## src/rtl/ram_arb_pkg.sv

```systemverilog
// ram_arb_pkg: shared widths, FSM state encoding and port identifiers for the RAM arbiter
package ram_arb_pkg;
    localparam int ADDR_W = 5;
    localparam int DATA_W = 32;
    localparam logic PORT0 = 1'b0;
    localparam logic PORT1 = 1'b1;
    typedef enum logic [1:0] {IDLE, GRANT0, GRANT1} state_t;
    function automatic state_t grant_of(input logic port);
        return port ? GRANT1 : GRANT0;
    endfunction
endpackage

```

## src/rtl/ram_arbiter_rr_pick.sv

```systemverilog
// rr_pick: two-way winner selection, round-robin on last_served or fixed port-0 priority
module rr_pick
    import ram_arb_pkg::*;
#(
    parameter bit FIXED_PRIO = 1'b0
) (
    input  logic req_0,
    input  logic req_1,
    input  logic last_served,
    output logic valid,
    output logic winner
);
    always_comb begin
        valid  = req_0 | req_1;
        winner = (req_0 & req_1) ? (FIXED_PRIO ? PORT0 : ~last_served) : (req_1 ? PORT1 : PORT0);
    end
endmodule

```

## src/rtl/ram_arbiter.sv

```systemverilog
// ram_arbiter: two-requester single-port RAM arbiter; define RAM_ARB_FIXED_PRIORITY_EN for fixed port-0 priority
module ram_arbiter
    import ram_arb_pkg::*;
(
    input  logic              clock,
    input  logic              reset,
    input  logic              req_0,
    input  logic              we_0,
    input  logic [ADDR_W-1:0] addr_0,
    input  logic [DATA_W-1:0] wdata_0,
    output logic              gnt_0,
    output logic [DATA_W-1:0] rdata_0,
    output logic              rvalid_0,
    input  logic              req_1,
    input  logic              we_1,
    input  logic [ADDR_W-1:0] addr_1,
    input  logic [DATA_W-1:0] wdata_1,
    output logic              gnt_1,
    output logic [DATA_W-1:0] rdata_1,
    output logic              rvalid_1,
    output logic              ram_chip_select,
    output logic              ram_we,
    output logic [ADDR_W-1:0] ram_address,
    output logic [DATA_W-1:0] ram_data_in,
    input  logic [DATA_W-1:0] ram_data_out
);
`ifdef RAM_ARB_FIXED_PRIORITY_EN
    localparam bit FIXED_PRIO = 1'b1;
`else
    localparam bit FIXED_PRIO = 1'b0;
`endif
    state_t state, state_nxt;
    logic last_served, ls_eff, done_0, done_1, pick_valid, pick_winner;
    // A grant finishing at this edge counts as already served, so a held request yields to the other port
    always_comb begin
        done_0 = (state == GRANT0) & req_0;
        done_1 = (state == GRANT1) & req_1;
        ls_eff = done_0 ? PORT0 : done_1 ? PORT1 : last_served;
    end
    rr_pick #(.FIXED_PRIO(FIXED_PRIO)) u_pick (
        .req_0       (req_0),
        .req_1       (req_1),
        .last_served (ls_eff),
        .valid       (pick_valid),
        .winner      (pick_winner)
    );
    always_comb state_nxt = pick_valid ? grant_of(pick_winner) : IDLE;
    always_ff @(posedge clock) begin
        if (reset) begin
            state       <= IDLE;
            last_served <= PORT1;
        end else begin
            state       <= state_nxt;
            last_served <= ls_eff;
        end
    end
    always_comb begin
        gnt_0           = state == GRANT0;
        gnt_1           = state == GRANT1;
        ram_chip_select = ((gnt_0 & req_0) | (gnt_1 & req_1)) & ~reset;
        ram_we          = ram_chip_select & (gnt_1 ? we_1 : we_0);
        ram_address     = gnt_0 ? addr_0 : gnt_1 ? addr_1 : '0;
        ram_data_in     = gnt_0 ? wdata_0 : gnt_1 ? wdata_1 : '0;
    end
    always_ff @(posedge clock) begin
        if (reset) begin
            rvalid_0 <= 1'b0;
            rvalid_1 <= 1'b0;
            rdata_0  <= '0;
            rdata_1  <= '0;
        end else begin
            rvalid_0 <= done_0 & ~we_0;
            rvalid_1 <= done_1 & ~we_1;
            if (done_0 & ~we_0) rdata_0 <= ram_data_out;
            if (done_1 & ~we_1) rdata_1 <= ram_data_out;
        end
    end
endmodule

```

## config.mk

```make
export PLATFORM = sky130hd
export DESIGN_NAME = ram_arbiter
export DESIGN_NICKNAME = d
export VERILOG_FILES = /design/src/rtl/ram_arb_pkg.sv /design/src/rtl/ram_arbiter_rr_pick.sv /design/src/rtl/ram_arbiter.sv
export SDC_FILE = /design/constraint.sdc
export NUM_CORES = 1
export LEC_CHECK = 0
export BUFFER_PORTS_ARGS = -buffer_cell sky130_fd_sc_hd__buf_2
export CAP_MARGIN = 0
export CORE_ASPECT_RATIO = 1.25
export CORE_MARGIN = 10
export CORE_UTILIZATION = 36
export DETAILED_ROUTE_END_ITERATION = 8
export PLACE_DENSITY = 0.77
export RECOVER_POWER = 50
export SETUP_SLACK_MARGIN = 0.1
export SLEW_MARGIN = 20
export SYNTH_ARGS = -nofsm -noshare
export SYNTH_HDL_FRONTEND = slang
export SYNTH_SLANG_ARGS = --single-unit
```

## constraint.sdc

```tcl
create_clock -name clock -period 1.3 [get_ports clock]
set_clock_uncertainty 0.2 [all_clocks]
set_input_delay 0.065 -clock clock [delete_from_list [all_inputs] [get_ports clock]]
set_output_delay 0.065 -clock clock [all_outputs]
set_load 0.02 [all_outputs]
```

Word-level counts from Yosys, hierarchy flattened. Index checks and enable logic that the tools add are counted.

Flip-flop bits (word level): 69. Latch bits: 0. Bits in writable memories: 0. Memory bits (read-only): 0. Output and inout bits: 107. Word-level logic and storage cells: 33. Memories kept: 0.

Add/subtract/negate cells: 0. Multipliers: 0. Divide/modulo/power cells: 0. Magnitude comparators: 0. Eq/ne operators: 2. Shift-type cells: 0. Mux-type cells: 10. Bitwise logic cells: 14. Reduce and logical (&&, ||, !) cells: 1.

Operators with widths (count): 32-bit two-way mux (2); 5-bit two-way mux (2); 1-bit bitwise AND (7); 1-bit two-way mux (5); 1-bit inverter (5); 2-bit by 1-bit == test with 1-bit output, second input constant (1); 2-bit == test, second input constant (1); 2-bit two-way mux (1); 1-bit bitwise OR (2); 2-bit OR reduction (1).

Depth between registers and ports, before layout.
Word-level depth: 7. Gate-level depth with buffers: 5.

Cells and area by module. Synthesis repeated with hierarchy kept, for this count alone.

Cell total of the unflattened synthesis: 353. Area, all modules: 2846.5 sq um.

Modules (own cells, without submodules): ram_arbiter (instances 1, cells each 351, area each 2832.7 sq um, sequential area each 1381.3 sq um); rr_pick (instances 1, cells each 2, area each 13.8 sq um, sequential area each 0.0 sq um).

Worst setup path before layout. Ideal clock, no wire load.

Kind: register to output. Start point: register state[0]. End point: output ram_we. Data arrival time: 1.252 ns. Required time: 1.035 ns. Slack: -0.217 ns. Cell stages (with the launch flop): 5. Path buffers: 1. Cell sequence: dfxtp_1 and2b_1 buf_4 mux2i_1 a211oi_2.

Longest elaborated chain between the ends: 5.

RTL lines: from (decl) (line ram_arbiter.sv:32) `state_t state, state_nxt;`; from (signal assigned) (line ram_arbiter.sv:53) `state <= state_nxt;`; 2-bit by 1-bit == test with 1-bit output / 2-bit == test (equally long branches) (line ram_arbiter.sv:58, ram_arbiter.sv:59); 1-bit bitwise AND (line ram_arbiter.sv:60) `ram_chip_select = ((gnt_0 & req_0) | (gnt_1 & req_1)) & ~reset;`; 1-bit bitwise OR (line ram_arbiter.sv:60); 1-bit bitwise AND (line ram_arbiter.sv:60); 1-bit bitwise AND (*) (line ram_arbiter.sv:61) `ram_we = ram_chip_select & (gnt_1 ? we_1 : we_0);`; to (decl) (line ram_arbiter.sv:22) `output logic ram_we,`.

Mark *: on every way between the ends. The rest lies on a longest branch, timed or not.

Worst setup path in the final report.
Start point: register state[1]. End point: output ram_data_in[31].

Longest elaborated chain between the ends: 3.

RTL lines: 2-bit == test (line ram_arbiter.sv:59) `gnt_1 = state == GRANT1;`; 32-bit two-way mux (line ram_arbiter.sv:63) `ram_data_in = gnt_0 ? wdata_0 : gnt_1 ? wdata_1 : '0;`; 32-bit two-way mux (*) (line ram_arbiter.sv:63); to (decl) (line ram_arbiter.sv:24) `output logic [DATA_W-1:0] ram_data_in,`.

Marks and branches as above.

==> flow_metrics.env <==
export IMPL_outcome="finished with violations"
export IMPL_violations="negative setup slack"
export IMPL_power_per_cell_area_mw_per_mm2=892
export IMPL_clk_path_buf_depth=2
export IMPL_max_cap_viol_count=0
export IMPL_ys_seq_area_frac=0.485
export IMPL_cp_buffers_inverters=2
export IMPL_grt_max_degree=31
export IMPL_cp_top_family="flip-flops"
export IMPL_h_tree_depth=3
export IMPL_wl_um=14200
export IMPL_crit_path_max_fanout=20
export IMPL_critPathSlowestCell="dfxtp_4"
export IMPL_fmax_mhz=559
export IMPL_clock_root_buffer="clkbuf_8"
export IMPL_die_x_um=99.6
export IMPL_port_buffers=218
export IMPL_synth_avg_cell_area_um2=8.07
export IMPL_required_ns=1.03
export IMPL_insertion_delay_ns=0.33
export IMPL_min_delay_start="req_1"
export IMPL_grt_pass1_vias=3847
export IMPL_rsz0062_at_grt="yes"
export IMPL_fin_cells=722
export IMPL_power_mw=5.11
export IMPL_arrival_ns=1.52
export IMPL_cts_tree="built"
export IMPL_yosysWarnings=0
export IMPL_dr_total_vias=3675
export IMPL_clkSlewWorstSetupHoldPaths_ns=0.07
export IMPL_crit_chain="and2b_4 > buf_12 > a22o_1 > buf_6"
export IMPL_synthesis_nets=465
export IMPL_drive_gt1_frac=0.521
export IMPL_die_h_um=119
export IMPL_rr_worst_depth=7
export IMPL_routedWlPerCell_um=19.6
export IMPL_coreArea_mm2=0.00775
export IMPL_holdPathStages=4
export IMPL_criticalPathCategory="flip-flop to output port"
export IMPL_setup_slack_ns=-0.490
export IMPL_critPathLaunchType="flip-flop"
export IMPL_power_leakage_nw=2.54
export IMPL_drc=0
export IMPL_r2r_end="rdata_1[18]$_SDFFE_PP0P_"
export IMPL_ios=219
export IMPL_finalSetupViolCount=107
export IMPL_place_hpwl_um=9170
export IMPL_gp_congestion=0.819
export IMPL_viasPerCell=5.09
export IMPL_netlist_area_mm2=0.00285
export IMPL_grt_pass1_wl_um=20800
export IMPL_cts_sinks=69
export IMPL_slew_viol_final=0
export IMPL_grt_usage=0.219
export IMPL_final_period_utilization=1.38
export IMPL_antenna_found_initial=3
export IMPL_ys_seq_elements=69
export IMPL_dr_pass1_iters=4
export IMPL_crit_path_end_kind="output port"
export IMPL_ant_nets=0
export IMPL_netlist_instances=353
export IMPL_maxSlewHeadroom=0.671
export IMPL_rrSetupSlack_ns=-0.38
export IMPL_r2r_start="state[0]$_SDFF_PP0_"
export IMPL_ys_types=20
export IMPL_slowest_delay_ns=0.35
export IMPL_fillCellCount=571
export IMPL_hold_end="rvalid_1$_SDFF_PP0_"
export IMPL_area_delta_synth_final_pct=101
export IMPL_start_util=0.368
export IMPL_fin_crit_ns=1.79
export IMPL_hold_path_class="input port to flip-flop"
export IMPL_hold_viol_final=0
export IMPL_nNetsFinal=734
export IMPL_drt_iter0_drc=140
export IMPL_peakVddDrop_mv=0.756
export IMPL_rows=36
export IMPL_dieArea_mm2=0.0119
export IMPL_grt_ovfl_total=0
export IMPL_dp_cells=648
export IMPL_cts_buffers=9
export IMPL_tightest_slew_ns=0.494
-- layer usage --
metal,share of wire,track usage,up-vias
li1,-,-,1736
met2,0.51,0.381,179
met4,0.019,0.0682,4
met5,0.0024,0,-
met3,0.12,0.116,27
met1,0.36,0.218,1729
-- state kept, by name (all words and copies together), names as in the netlist --
register / flops
state: 2
rdata_0: 32
last_served: 1
rdata_1: 32
rvalid_1: 1
rvalid_0: 1
-- metrics by stage --
step | setup slack (ns) | area (µm²) | utilization | setup TNS, ns | hold WS (ns)
CTS | -0.488 | 5550 | 0.716 | -36.92 | -0.0525
global placement | -0.156 | 4300 | 0.555 | -6.58 | 0.117
detailed placement | -0.187 | 4300 | 0.555 | -8.49 | 0.123
global route | -0.539 | 5730 | 0.739 | -44.09 | 0.0226
floorplan | -0.0699 | 3180 | - | -0.828 | -0.0546
finish | -0.490 | 5730 | 0.740 | -38.52 | 0.0191
-- worst reg2reg max path, stage by stage (launching register included) --
cell and delay [ns]:
dfxtp_4 0.34, buf_4 0.15, buf_6 0.12, and4bb_4 0.35, buf_6 0.13, buf_12 0.16
nand2_4 0.06, a21oi_2 0.12
-- report_power, final --
| group | total, mW | internal [mW] | switching (mW) |
|---|---|---|---|
| clock | 1.73 | 0.984 | 0.747 |
| combinational | 1.21 | 0.627 | 0.580 |
| sequential | 2.17 | 2.15 | 0.0219 |
-- timing repair --
action | CTS | global route
pin swaps | 9 | 19
setup endpoints to repair | 106 | 110
cloned | 7 | 1
hold endpoints to repair | 67 | 1
buffers inserted | 14 | 2
gates resized for setup | 128 | 53
hold buffers | 35 | 1
-- placed cells by master (no fill, tap or decap), types with 5 or more instances in the layout --
master	count
dfxtp_1	67
dlygate4sd3_1	35
nand2_1	108
buf_16	5
a22o_4	23
buf_2	143
nand2_2	17
a22o_1	14
a21oi_1	33
buf_4	8
buf_12	9
clkbuf_8	11
clkbuf_1	37
a21oi_2	32
buf_6	52
nand2_4	9
-- cell families after synthesis --
| group | synth area share |
|---|---|
| multiplexers | 0.00351 |
| buffers and inverters | 0.0646 |
| flip-flops | 0.485 |
| AND/OR/NAND/NOR | 0.207 |
| AO/OA/AOI/OAI | 0.240 |
-- synth_stat cells, drive strengths merged --
cell     count  area, µm²
buf         24        150
and4bb       2       25.0
o21bai       1       7.51
nand2      134        503
a211oi       1       12.5
nand4bb      2       22.5
a21oi       66        330
nor2         2       7.51
a22o        37        324
nand4b       1       8.76
clkbuf       8       30.0
and2b        2       17.5
nand2b       1       6.26
inv          1       3.75
a311oi       1       8.76
mux2i        1       10.0
dfxtp       69       1380
-- cell type report --
| type | instances | area [µm²] | share of cell area |
|---|---|---|---|
| inverter | 1 | 3.75 | 0.000655 |
| timing repair buffer | 290 | 2220 | 0.388 |
| sequential | 69 | 1390 | 0.242 |
| clock inverter | 1 | 30.0 | 0.00524 |
| tap | 95 | 119 | 0.0207 |
| multi-input combinational | 251 | 1800 | 0.314 |
| clock buffer | 14 | 163 | 0.0284 |
| antenna | 1 | 2.50 | 0.000437 |
-- worst max path at each step --
stage,from,endpoint,slack (ns),cells after the start
global placement,state[0]$_SDFF_PP0_,ram_data_in[11],-0.16,4
detailed placement,state[0]$_SDFF_PP0_,ram_data_in[11],-0.19,4
floorplan,state[0]$_SDFF_PP0_,ram_we,-0.07,4
global route,state[1]$_SDFF_PP0_,ram_data_in[31],-0.54,4
finish,state[1]$_SDFF_PP0_,ram_data_in[31],-0.49,4
CTS,state[0]$_SDFF_PP0_,ram_we,-0.49,4
(Power assumes the default switching activity.)
